## config.mk

```make
export PLATFORM = sky130hd
export DESIGN_NAME = regfile_operand_sequencer_flat
export DESIGN_NICKNAME = d
export VERILOG_FILES = /design/src/rtl/regfile_operand_sequencer_if.sv /design/src/rtl/regfile_operand_sequencer.sv /design/src/flat_wrapper.sv
export SDC_FILE = /design/constraint.sdc
export NUM_CORES = 1
export LEC_CHECK = 0
export BUFFER_PORTS_ARGS = -buffer_cell sky130_fd_sc_hd__buf_2
export CAP_MARGIN = 0
export CORE_AREA = 8 8 79 81
export CTS_CLUSTER_SIZE = 25
export DETAILED_ROUTE_END_ITERATION = 16
export DIE_AREA = 0 0 87 89
export PLACE_DENSITY = 0.74
export SETUP_SLACK_MARGIN = 0.1
export SLEW_MARGIN = 15
export SYNTH_ARGS = -nofsm -noshare
export SYNTH_HDL_FRONTEND = slang
export SYNTH_SLANG_ARGS = --single-unit
```

## constraint.sdc

```tcl
create_clock -name clk -period 3.7 [get_ports clk]
set_input_delay 0.185 -clock clk [delete_from_list [all_inputs] [get_ports clk]]
set_output_delay 0.185 -clock clk [all_outputs]
set_load 0.03 [all_outputs]
```

## src/rtl/regfile_operand_sequencer_if.sv

```systemverilog
// ---------------------------------------------------------------------------
// regfile_operand_sequencer_if
//   Bundles every non-clock/reset signal of the operand sequencer: the decode
//   handshake, the register-file read/write ports, the issue handshake, the
//   writeback input, the busy scoreboard and an FSM debug view.
//
//   Handshakes (dec_* and iss_*): a transfer happens on a rising clk edge where
//   valid && ready are both 1. A producer holds valid and its payload stable
//   until that edge. The ready signal may depend on state but never on valid.
//
//   Modports
//     master : the sequencer side (drives dec_ready, rf_*addr/write, iss_*,
//              busy_mask, dbg_state)
//     slave  : the environment side (decoder, register file, issue consumer,
//              writeback source)
// ---------------------------------------------------------------------------
interface regfile_operand_sequencer_if #(
    parameter int DATA_W = 8,
    parameter int ADDR_W = 3
);
    localparam int NREGS = 1 << ADDR_W;

    // decode handshake
    logic              dec_valid;
    logic              dec_ready;
    logic [ADDR_W-1:0] dec_src1;
    logic [ADDR_W-1:0] dec_src2;
    logic [ADDR_W-1:0] dec_dst;
    logic              dec_wr;
    // register file ports
    logic [ADDR_W-1:0] rf_read_addr1;
    logic [ADDR_W-1:0] rf_read_addr2;
    logic [DATA_W-1:0] rf_read_data1;
    logic [DATA_W-1:0] rf_read_data2;
    logic [ADDR_W-1:0] rf_write_addr;
    logic [DATA_W-1:0] rf_write_data;
    logic              rf_write_enable;
    // issue handshake
    logic              iss_valid;
    logic              iss_ready;
    logic [DATA_W-1:0] iss_op1;
    logic [DATA_W-1:0] iss_op2;
    logic [ADDR_W-1:0] iss_dst;
    logic              iss_wr;
    // writeback
    logic              wb_valid;
    logic [ADDR_W-1:0] wb_addr;
    logic [DATA_W-1:0] wb_data;
    // scoreboard and FSM state view
    logic [NREGS-1:0]  busy_mask;
    logic [1:0]        dbg_state;

    modport master (
        input  dec_valid, dec_src1, dec_src2, dec_dst, dec_wr,
        input  rf_read_data1, rf_read_data2,
        input  iss_ready,
        input  wb_valid, wb_addr, wb_data,
        output dec_ready,
        output rf_read_addr1, rf_read_addr2,
        output rf_write_addr, rf_write_data, rf_write_enable,
        output iss_valid, iss_op1, iss_op2, iss_dst, iss_wr,
        output busy_mask, dbg_state
    );

    modport slave (
        output dec_valid, dec_src1, dec_src2, dec_dst, dec_wr,
        output rf_read_data1, rf_read_data2,
        output iss_ready,
        output wb_valid, wb_addr, wb_data,
        input  dec_ready,
        input  rf_read_addr1, rf_read_addr2,
        input  rf_write_addr, rf_write_data, rf_write_enable,
        input  iss_valid, iss_op1, iss_op2, iss_dst, iss_wr,
        input  busy_mask, dbg_state
    );
endinterface

```

## src/rtl/regfile_operand_sequencer.sv

```systemverilog
// ---------------------------------------------------------------------------
// regfile_operand_sequencer
//   Front end of the 8x8 register file. Accepts one decoded instruction at a
//   time, reads its two source operands (stalling while a source has an
//   outstanding write, bypassing a same-cycle writeback), issues the operand
//   pair downstream and turns writebacks into register-file writes plus
//   scoreboard clears.
//
//   Ports
//     clk    rising-edge clock
//     rst_n  asynchronous active-low reset
//     bus    regfile_operand_sequencer_if.master (dec_*, rf_*, iss_*, wb_*,
//            busy_mask, dbg_state)
//
//   FSM: IDLE -> FETCH -> HOLD -> IDLE, exposed on bus.dbg_state
//   (0 = IDLE, 1 = FETCH, 2 = HOLD).
// ---------------------------------------------------------------------------
module regfile_operand_sequencer #(
    parameter int DATA_W = 8,
    parameter int ADDR_W = 3
) (
    input  logic                          clk,
    input  logic                          rst_n,
    regfile_operand_sequencer_if.master   bus
);
    localparam int NREGS = 1 << ADDR_W;

    typedef enum logic [1:0] {
        IDLE  = 2'd0,
        FETCH = 2'd1,
        HOLD  = 2'd2
    } state_t;

    state_t            state_q, state_d;

    // latched instruction
    logic [ADDR_W-1:0] src1_q, src2_q, dst_q;
    logic              wr_q;

    // issue registers
    logic              iss_valid_q;
    logic [DATA_W-1:0] op1_q, op2_q;
    logic [ADDR_W-1:0] iss_dst_q;
    logic              iss_wr_q;

    logic [NREGS-1:0]  busy_q, busy_d;

    logic              hit1, hit2, blk1, blk2;
    logic [DATA_W-1:0] opnd1, opnd2;
    logic              accept, capture, release_iss;

    // Operand resolution: a writeback to a source in the same cycle both
    // unblocks it and supplies the value (the register file only sees that
    // write at the coming edge).
    always_comb begin
        hit1  = bus.wb_valid && (bus.wb_addr == src1_q);
        hit2  = bus.wb_valid && (bus.wb_addr == src2_q);
        blk1  = busy_q[src1_q] && !hit1;
        blk2  = busy_q[src2_q] && !hit2;
        opnd1 = hit1 ? bus.wb_data : bus.rf_read_data1;
        opnd2 = hit2 ? bus.wb_data : bus.rf_read_data2;
    end

    // Next-state logic
    always_comb begin
        state_d     = state_q;
        accept      = 1'b0;
        capture     = 1'b0;
        release_iss = 1'b0;
        case (state_q)
            IDLE: begin
                if (bus.dec_valid) begin
                    accept  = 1'b1;
                    state_d = FETCH;
                end
            end
            FETCH: begin
                if (!blk1 && !blk2) begin
                    capture = 1'b1;
                    state_d = HOLD;
                end
            end
            HOLD: begin
                if (bus.iss_ready) begin
                    release_iss = 1'b1;
                    state_d     = IDLE;
                end
            end
            default: state_d = IDLE;
        endcase
    end

    // Scoreboard: clear on writeback first, then set for the issuing
    // instruction, so a same-edge set and clear of one register leaves it
    // busy (the new producer is still outstanding). The busy bit of the
    // instruction's own dst is set only at capture, after its sources were
    // read, so src == dst never stalls on itself.
    always_comb begin
        busy_d = busy_q;
        if (bus.wb_valid)
            busy_d[bus.wb_addr] = 1'b0;
        if (capture && wr_q)
            busy_d[dst_q] = 1'b1;
    end

    always_ff @(posedge clk or negedge rst_n) begin
        if (!rst_n) begin
            state_q     <= IDLE;
            src1_q      <= '0;
            src2_q      <= '0;
            dst_q       <= '0;
            wr_q        <= 1'b0;
            iss_valid_q <= 1'b0;
            op1_q       <= '0;
            op2_q       <= '0;
            iss_dst_q   <= '0;
            iss_wr_q    <= 1'b0;
            busy_q      <= '0;
        end else begin
            state_q <= state_d;
            busy_q  <= busy_d;
            if (accept) begin
                src1_q <= bus.dec_src1;
                src2_q <= bus.dec_src2;
                dst_q  <= bus.dec_dst;
                wr_q   <= bus.dec_wr;
            end
            if (capture) begin
                op1_q       <= opnd1;
                op2_q       <= opnd2;
                iss_dst_q   <= dst_q;
                iss_wr_q    <= wr_q;
                iss_valid_q <= 1'b1;
            end else if (release_iss) begin
                iss_valid_q <= 1'b0;
            end
        end
    end

    // Read addresses come straight from the latched sources; they are only
    // meaningful in FETCH but holding them elsewhere costs nothing.
    assign bus.rf_read_addr1   = src1_q;
    assign bus.rf_read_addr2   = src2_q;

    // Writeback is a pure passthrough to the register-file write port.
    assign bus.rf_write_enable = bus.wb_valid;
    assign bus.rf_write_addr   = bus.wb_addr;
    assign bus.rf_write_data   = bus.wb_data;

    assign bus.dec_ready       = (state_q == IDLE);
    assign bus.iss_valid       = iss_valid_q;
    assign bus.iss_op1         = op1_q;
    assign bus.iss_op2         = op2_q;
    assign bus.iss_dst         = iss_dst_q;
    assign bus.iss_wr          = iss_wr_q;
    assign bus.busy_mask       = busy_q;
    assign bus.dbg_state       = state_q;

endmodule

```

## src/flat_wrapper.sv

```systemverilog
// flat-port wrapper written by rule: the top's interface ports become plain ports
module regfile_operand_sequencer_flat 
#(
    parameter int DATA_W = 8,
    parameter int ADDR_W = 3
)
  (clk, rst_n, bus_dec_valid, bus_dec_src1, bus_dec_src2, bus_dec_dst, bus_dec_wr, bus_rf_read_data1, bus_rf_read_data2, bus_iss_ready, bus_wb_valid, bus_wb_addr, bus_wb_data, bus_dec_ready, bus_rf_read_addr1, bus_rf_read_addr2, bus_rf_write_addr, bus_rf_write_data, bus_rf_write_enable, bus_iss_valid, bus_iss_op1, bus_iss_op2, bus_iss_dst, bus_iss_wr, bus_busy_mask, bus_dbg_state);
  regfile_operand_sequencer_if #(.DATA_W(DATA_W), .ADDR_W(ADDR_W)) bus_i ();
  input  logic clk;
  input  logic rst_n;
  input wire logic [$bits(bus_i.dec_valid)-1:0] bus_dec_valid;
  input wire logic [$bits(bus_i.dec_src1)-1:0] bus_dec_src1;
  input wire logic [$bits(bus_i.dec_src2)-1:0] bus_dec_src2;
  input wire logic [$bits(bus_i.dec_dst)-1:0] bus_dec_dst;
  input wire logic [$bits(bus_i.dec_wr)-1:0] bus_dec_wr;
  input wire logic [$bits(bus_i.rf_read_data1)-1:0] bus_rf_read_data1;
  input wire logic [$bits(bus_i.rf_read_data2)-1:0] bus_rf_read_data2;
  input wire logic [$bits(bus_i.iss_ready)-1:0] bus_iss_ready;
  input wire logic [$bits(bus_i.wb_valid)-1:0] bus_wb_valid;
  input wire logic [$bits(bus_i.wb_addr)-1:0] bus_wb_addr;
  input wire logic [$bits(bus_i.wb_data)-1:0] bus_wb_data;
  output wire logic [$bits(bus_i.dec_ready)-1:0] bus_dec_ready;
  output wire logic [$bits(bus_i.rf_read_addr1)-1:0] bus_rf_read_addr1;
  output wire logic [$bits(bus_i.rf_read_addr2)-1:0] bus_rf_read_addr2;
  output wire logic [$bits(bus_i.rf_write_addr)-1:0] bus_rf_write_addr;
  output wire logic [$bits(bus_i.rf_write_data)-1:0] bus_rf_write_data;
  output wire logic [$bits(bus_i.rf_write_enable)-1:0] bus_rf_write_enable;
  output wire logic [$bits(bus_i.iss_valid)-1:0] bus_iss_valid;
  output wire logic [$bits(bus_i.iss_op1)-1:0] bus_iss_op1;
  output wire logic [$bits(bus_i.iss_op2)-1:0] bus_iss_op2;
  output wire logic [$bits(bus_i.iss_dst)-1:0] bus_iss_dst;
  output wire logic [$bits(bus_i.iss_wr)-1:0] bus_iss_wr;
  output wire logic [$bits(bus_i.busy_mask)-1:0] bus_busy_mask;
  output wire logic [$bits(bus_i.dbg_state)-1:0] bus_dbg_state;
  assign bus_i.dec_valid = bus_dec_valid;
  assign bus_i.dec_src1 = bus_dec_src1;
  assign bus_i.dec_src2 = bus_dec_src2;
  assign bus_i.dec_dst = bus_dec_dst;
  assign bus_i.dec_wr = bus_dec_wr;
  assign bus_i.rf_read_data1 = bus_rf_read_data1;
  assign bus_i.rf_read_data2 = bus_rf_read_data2;
  assign bus_i.iss_ready = bus_iss_ready;
  assign bus_i.wb_valid = bus_wb_valid;
  assign bus_i.wb_addr = bus_wb_addr;
  assign bus_i.wb_data = bus_wb_data;
  assign bus_dec_ready = bus_i.dec_ready;
  assign bus_rf_read_addr1 = bus_i.rf_read_addr1;
  assign bus_rf_read_addr2 = bus_i.rf_read_addr2;
  assign bus_rf_write_addr = bus_i.rf_write_addr;
  assign bus_rf_write_data = bus_i.rf_write_data;
  assign bus_rf_write_enable = bus_i.rf_write_enable;
  assign bus_iss_valid = bus_i.iss_valid;
  assign bus_iss_op1 = bus_i.iss_op1;
  assign bus_iss_op2 = bus_i.iss_op2;
  assign bus_iss_dst = bus_i.iss_dst;
  assign bus_iss_wr = bus_i.iss_wr;
  assign bus_busy_mask = bus_i.busy_mask;
  assign bus_dbg_state = bus_i.dbg_state;
  regfile_operand_sequencer #(.DATA_W(DATA_W), .ADDR_W(ADDR_W)) u_core (.clk(clk), .rst_n(rst_n), .bus(bus_i));
endmodule
```

# Word-level counts from Yosys, hierarchy flattened
# Cells that the tools add are included.
# word_totals
elab_cells	66
input_bits	42
register_bits	41
# op_classes
magnitude_cmp	6
n_reduce_logical	15
bitwise_logic	3
muxes	24
eq_ne	7
# ops
op	n
$mux 8	4
$lt 3x4->1 const B	4
$mux 1	12
$and 8x8->8	1
$logic_and 1x1->1	8
$not 8->8	1
$or 8x8->8	1
$bmux 1 s3	2
$demux 1 s3	2
$eq 3x3->1	2
$ge 3x1->1 const B	2
$mux 2	3
$pmux 2 s3	1
$logic_not 1->1	4
$ne 2x2->1 const B	2
$reduce_and 3->1	1
$eq 2x1->1 const B	1
$eq 2x2->1 const B	1
$logic_not 2->1	1
$ne 2x1->1 const B	1
$reduce_bool 2->1	1

# Depth between registers and ports, before layout
# depth
word_depth	10
mapped_depth	7
ltp_nobuf	5

# Worst setup path after synthesis
# No wires, ideal clock.
# synth_path
path_kind	register to register
from	register u_core.src1_q[1] (netlist: u_core.bus.rf_read_addr1[1])
to	register u_core.iss_dst_q[2] (netlist: u_core.bus.iss_dst[2])
period_less_slack_ps	2320
path_buffers	1
slack_ps	1380
required_time_ps	3573
arrival_time_ps	2193
setup_ps	127
stages_incl_launch_ff	6
cell_sequence	dfrtp_1 -> mux4_2 -> o2111a_1 -> a211oi_4 -> buf_6 -> mux2_1
# synth_via
elab_chain_cells	8
elab_cells_between_ends	10
# synth_rtl
element	line_no	source
start, declared	regfile_operand_sequencer.sv:37	logic [ADDR_W-1:0] src1_q, src2_q, dst_q;
start signal, assigned	regfile_operand_sequencer.sv:123	src1_q <= bus.dec_src1;
branches (longest 3 deep; another with $bmux 1 s3)	--	
$logic_and 1x1->1 (*)	regfile_operand_sequencer.sv:58	blk1 = busy_q[src1_q] && !hit1;
$logic_not 1->1 (*)	regfile_operand_sequencer.sv:78	if (!blk1 && !blk2) begin
$logic_and 1x1->1 (*)	regfile_operand_sequencer.sv:78	
$mux 1 (*)	regfile_operand_sequencer.sv:78	
$mux 1 (*)	regfile_operand_sequencer.sv:70	case (state_q)
end signal, assigned	regfile_operand_sequencer.sv:131	iss_dst_q <= dst_q;
end, declared	regfile_operand_sequencer.sv:43	logic [ADDR_W-1:0] iss_dst_q;
# Mark *: on every way between the ends. The select of a mux whose other input is x is not followed.
# A chain may end at the register's enable or synchronous reset.

# Worst setup path after layout
# layout_path
from	register u_core.src2_q[0] (netlist: u_core.bus.rf_read_addr2[0])
to	register u_core.op1_q[6] (netlist: u_core.bus.iss_op1[6])
# layout_via
elab_chain_cells	8
elab_cells_between_ends	10
# layout_rtl
element	line_no	source
start, declared	regfile_operand_sequencer.sv:37	
start signal, assigned	regfile_operand_sequencer.sv:124	src2_q <= bus.dec_src2;
branches (longest 3 deep; another with $bmux 1 s3)	--	
$logic_and 1x1->1 (*)	regfile_operand_sequencer.sv:59	blk2 = busy_q[src2_q] && !hit2;
$logic_not 1->1 (*)	regfile_operand_sequencer.sv:78	
$logic_and 1x1->1 (*)	regfile_operand_sequencer.sv:78	
$mux 1 (*)	regfile_operand_sequencer.sv:78	
$mux 1 (*)	regfile_operand_sequencer.sv:70	
end signal, assigned	regfile_operand_sequencer.sv:129	op1_q <= opnd1;
end, declared	regfile_operand_sequencer.sv:42	logic [DATA_W-1:0] op1_q, op2_q;
# Marks and branches as above.

==> results by group <==
Setup path
  • CP Data Required Time: 3870 ps
  • Reg-to-reg critical path startpoint: u_core.bus.rf_read_addr2[0]
  • Flop2flop setup slack: roughly 1300 ps
  • Arrival time at the worst endpoint: 2600 ps
  • Type of destination of the critical path: register
  • Worst Setup Path Type: register to register
  • Crit start category: register
  • Capture instance of the worst register-to-register path: u_core.bus.iss_op1[6]
  • Length in cells of the worst reg-to-reg path: 6
  • Maximum net fanout on the critical path: 22

Cells and area
  • Antenna diode count: 0
  • Proportion of layout cells with a drive suffix above 1: 53.15%
  • Finished Layout Cells: roughly 320
  • Number of nets at the end of the flow: 295
  • Most frequent cells in the layout: sky130_fd_sc_hd__buf_2 (91), sky130_fd_sc_hd__dfrtp_1 (41), sky130_fd_sc_hd__mux2_2 (27)
  • Leading cell type in the layout, fill and taps excluded: sky130_fd_sc_hd__buf_2
  • Relative area change from synthesis to final layout: 23.26%

Clock tree
  • Clock tree root driver cell: sky130_fd_sc_hd__clkbuf_8
  • Level count of the clock H-tree: 2
  • Total number of clock tree sinks: slightly above 40
  • Number of buffers created by CTS: 5
  • Hold buffer count at CTS: 0
  • Post-cts repair resize count: 0
  • Total setup buffers inserted after CTS: 0
  • Later-pin clock latency in the skew report: 290 ps
  • Clock slew seen by the registers of the worst setup and hold paths: 80 ps
  • Buffer depth of the longest clock path: 2
  • TritonCTS clock tree: yes

Pwr
  • Clock network fraction of total power: 12.3%
  • Leakage power of the design: between 1 and 1.5 nW
  • Comb pwr share: ~54%
  • Internal cell power: around 1.4 mW
  • Power per cell area: 962.6 mW/mm^2
  • Flop pwr share: between 30% and 40%
  • Total Power Consumption: approximately 2.6 mW
  • Fraction of power spent switching nets: approximately 47%
  • Net load switching power: 1.211 mW
  • Worst supply voltage drop on vdd: ~0.48 mV

Yosys
  • Number of unique standard cell types used by synthesis: 38
  • Synth area leader: sky130_fd_sc_hd__dfrtp_1
  • Cell area after synthesis: 0.002178 mm^2
  • Biggest area contributors in the synthesized netlist: sky130_fd_sc_hd__dfrtp_1 (47%), sky130_fd_sc_hd__mux2_2 (14%), sky130_fd_sc_hd__mux2_1 (9.3%), sky130_fd_sc_hd__buf_4 (4.1%), sky130_fd_sc_hd__a32o_1 (2.8%)
  • Gate count after technology mapping: 175
  • Count of state elements after synthesis: 41
  • Warnings, synthesis: 0
  • Fraction of registers with async set/reset: between 90% and 100%
  • Part of the Yosys area used for sequential elements: 47.10%
  • Share of the synthesized area in the top cell type: 47.10%
  • Count of flip-flops with a built-in enable after synthesis: 0
  • Dominant synthesized flop cell: sky130_fd_sc_hd__dfrtp_1
  • Avg Cell Area, Syn: about 12 um^2
  • Number of nets produced by synthesis: between 200 and 250

Timing
  • Post-Route Setup TNS: 0 ps
  • Maximum achievable frequency: between 400 and 500 MHz
  • Setup repair after global routing missed its margin: no
  • Headroom to the max-slew limit: 40.52%
  • Clock skew: 6.406 ps
  • Final Hold Violating Endpoints: 0
  • Max-slew violation count: 0
  • Number of setup violations in the final report: 0
  • Final Critical Period: about 2400 ps
  • Actual slew at the worst max-slew pin: 892.2 ps
  • Share of the clock period used by the worst path: 65.91%

Die
  • Core Box Area: 0.004977 mm^2
  • Cell row count: 26
  • Die area: 0.007743 mm^2
  • Effective utilization at floorplan: 43.77%
  • DIE WIDTH: 87 um
  • Die Span Y: 89 um
  • Number of primary I/O pins: 92

Run status
  • Run status: complete, no violations

GRT
  • Global-route wire length before repair: 8.873 mm
  • Grt ovf: 0
  • Overall fraction of global-route tracks in use: 14.59%
  • Pin count of the biggest net entering global routing: between 40 and 50
  • Initial antenna violation count: 0
  • Vias in the first global route: 1777

Placed design
  • Final estimated routing congestion in global placement: 0.8481
  • Detailed Place HPWL: about 4.2 mm
  • Cells after DPL: 316
  • Buffers on Ports: 91

Route
  • Residual DRC count: 0
  • Antenna Violating Nets Remaining: 0
  • Total via count after detailed routing: around 1700
  • Average routed wire per standard cell: 16.62 um
  • Length of the first detailed-routing pass in iterations: 4
  • Avg Vias per Cell: 5.194
  • Detailed router's first-iteration violation count: 46
  • WL final: 5.385 mm

Hold path
  • Path class of the lowest-slack min-delay path: input port to async pin

Run
  • Max-Cap Viols: 0
==> worst max-delay path: stages (launching register included) <==
cell and delay, ps:
sky130_fd_sc_hd__dfrtp_1 500, sky130_fd_sc_hd__xnor2_1 230, sky130_fd_sc_hd__nand4_2 320, sky130_fd_sc_hd__and3_1 330, sky130_fd_sc_hd__a211oi_4 250, sky130_fd_sc_hd__buf_4 320, sky130_fd_sc_hd__mux2_1 360
==> cell type report <==
class	count	area [um^2]
timing repair buffer	92	462.9
inverter	7	26.28
multi-input combinational	106	980.9
fill	457	2292
sequential	41	1026
clock buffer	7	96.34
tap	70	87.58
clock inverter	1	5.005
==> cells in the mapped netlist (2+ instances only) <==
library cell and number:
sky130_fd_sc_hd__xnor2_1 6, sky130_fd_sc_hd__o2111ai_1 3, sky130_fd_sc_hd__a31o_2 2, sky130_fd_sc_hd__buf_4 12, sky130_fd_sc_hd__mux2_2 27, sky130_fd_sc_hd__buf_6 2, sky130_fd_sc_hd__clkbuf_1 2, sky130_fd_sc_hd__mux2i_1 3
sky130_fd_sc_hd__mux2_1 18, sky130_fd_sc_hd__nor2_1 5, sky130_fd_sc_hd__nor2b_1 3, sky130_fd_sc_hd__dfrtp_1 41, sky130_fd_sc_hd__and2_1 2, sky130_fd_sc_hd__nand4_2 2, sky130_fd_sc_hd__a31oi_1 2, sky130_fd_sc_hd__nor3b_1 2
sky130_fd_sc_hd__buf_2 4, sky130_fd_sc_hd__nand3_1 3, sky130_fd_sc_hd__nand2_1 6, sky130_fd_sc_hd__inv_1 7, sky130_fd_sc_hd__a32o_1 6
==> worst max-delay path by stage <==
stage                                  endpoint  cells after the start  slack, ps                        start
final                     u_core.bus.iss_op1[6]                      6       1260  u_core.bus.rf_read_addr2[0]
after global placement    u_core.bus.iss_op1[3]                      6       1330  u_core.bus.rf_read_addr2[0]
after CTS                 u_core.bus.iss_op1[6]                      6       1230  u_core.bus.rf_read_addr2[0]
after global routing      u_core.bus.iss_op1[6]                      6       1120  u_core.bus.rf_read_addr2[0]
after detailed placement  u_core.bus.iss_op1[6]                      6       1280  u_core.bus.rf_read_addr2[0]
after floorplan           u_core.bus.iss_dst[2]                      5       1380  u_core.bus.rf_read_addr1[1]
==> metal layers <==
layer | wire (um) | global-route usage, %
met5 | 0 | 0
met4 | 24 | 5.634
met3 | 417 | 4.136
met2 | 2723 | 24.98
met1 | 2219 | 16.95
==> state kept, by name (all words and copies together) (netlist names) <==
signal	count
u_core.bus.dbg_state	2
u_core.bus.iss_wr	1
u_core.bus.iss_dst	3
u_core.bus.iss_valid	1
u_core.bus.iss_op2	8
u_core.bus.rf_read_addr1	3
u_core.bus.rf_read_addr2	3
u_core.bus.busy_mask	8
u_core.bus.iss_op1	8
u_core.wr_q	1
u_core.dst_q	3
==> metrics by stage <==
| step | instance area [um^2] | util, % | hold slack (ps) | setup slack (ps) |
|---|---|---|---|---|
| global route | 2685 | 53.95 | 99.83 | 1115 |
| detailed placement | 2584 | 51.91 | 372.7 | 1277 |
| CTS | 2685 | 53.95 | 57.36 | 1229 |
| global placement | 2584 | 51.91 | 364.5 | 1326 |
| floorplan | 2178 | - | -110.6 | 1380 |
| finish | 2685 | 53.95 | 20.26 | 1261 |
==> power groups by stage <==
stage / Combinational [mW] / Sequential, mW / Clock, mW
after global routing: 1.50 / 0.906 / 0.343
after floorplan: 0.711 / 1.20 / 0
after CTS: 1.42 / 0.868 / 0.327
final: 1.40 / 0.868 / 0.317
after global placement: 1.39 / 0.869 / 0
after detailed placement: 1.42 / 0.875 / 0
==> logic make-up (layout without fill, tap and decap cells) <==
| logic type | after synthesis | after routing | share of synthesized area [%] |
|---|---|---|---|
| XOR/XNOR | 6 | 6 | 2.412 |
| AND/OR/NAND/NOR | 30 | 30 | 8.041 |
| multiplexers | 49 | 49 | 25.67 |
| flip-flops | 41 | 41 | 47.10 |
| buffers and inverters | 28 | 107 | 7.869 |
| AO/OA/AOI/OAI | 21 | 21 | 8.904 |
Power figures use the tool's default switching activity.
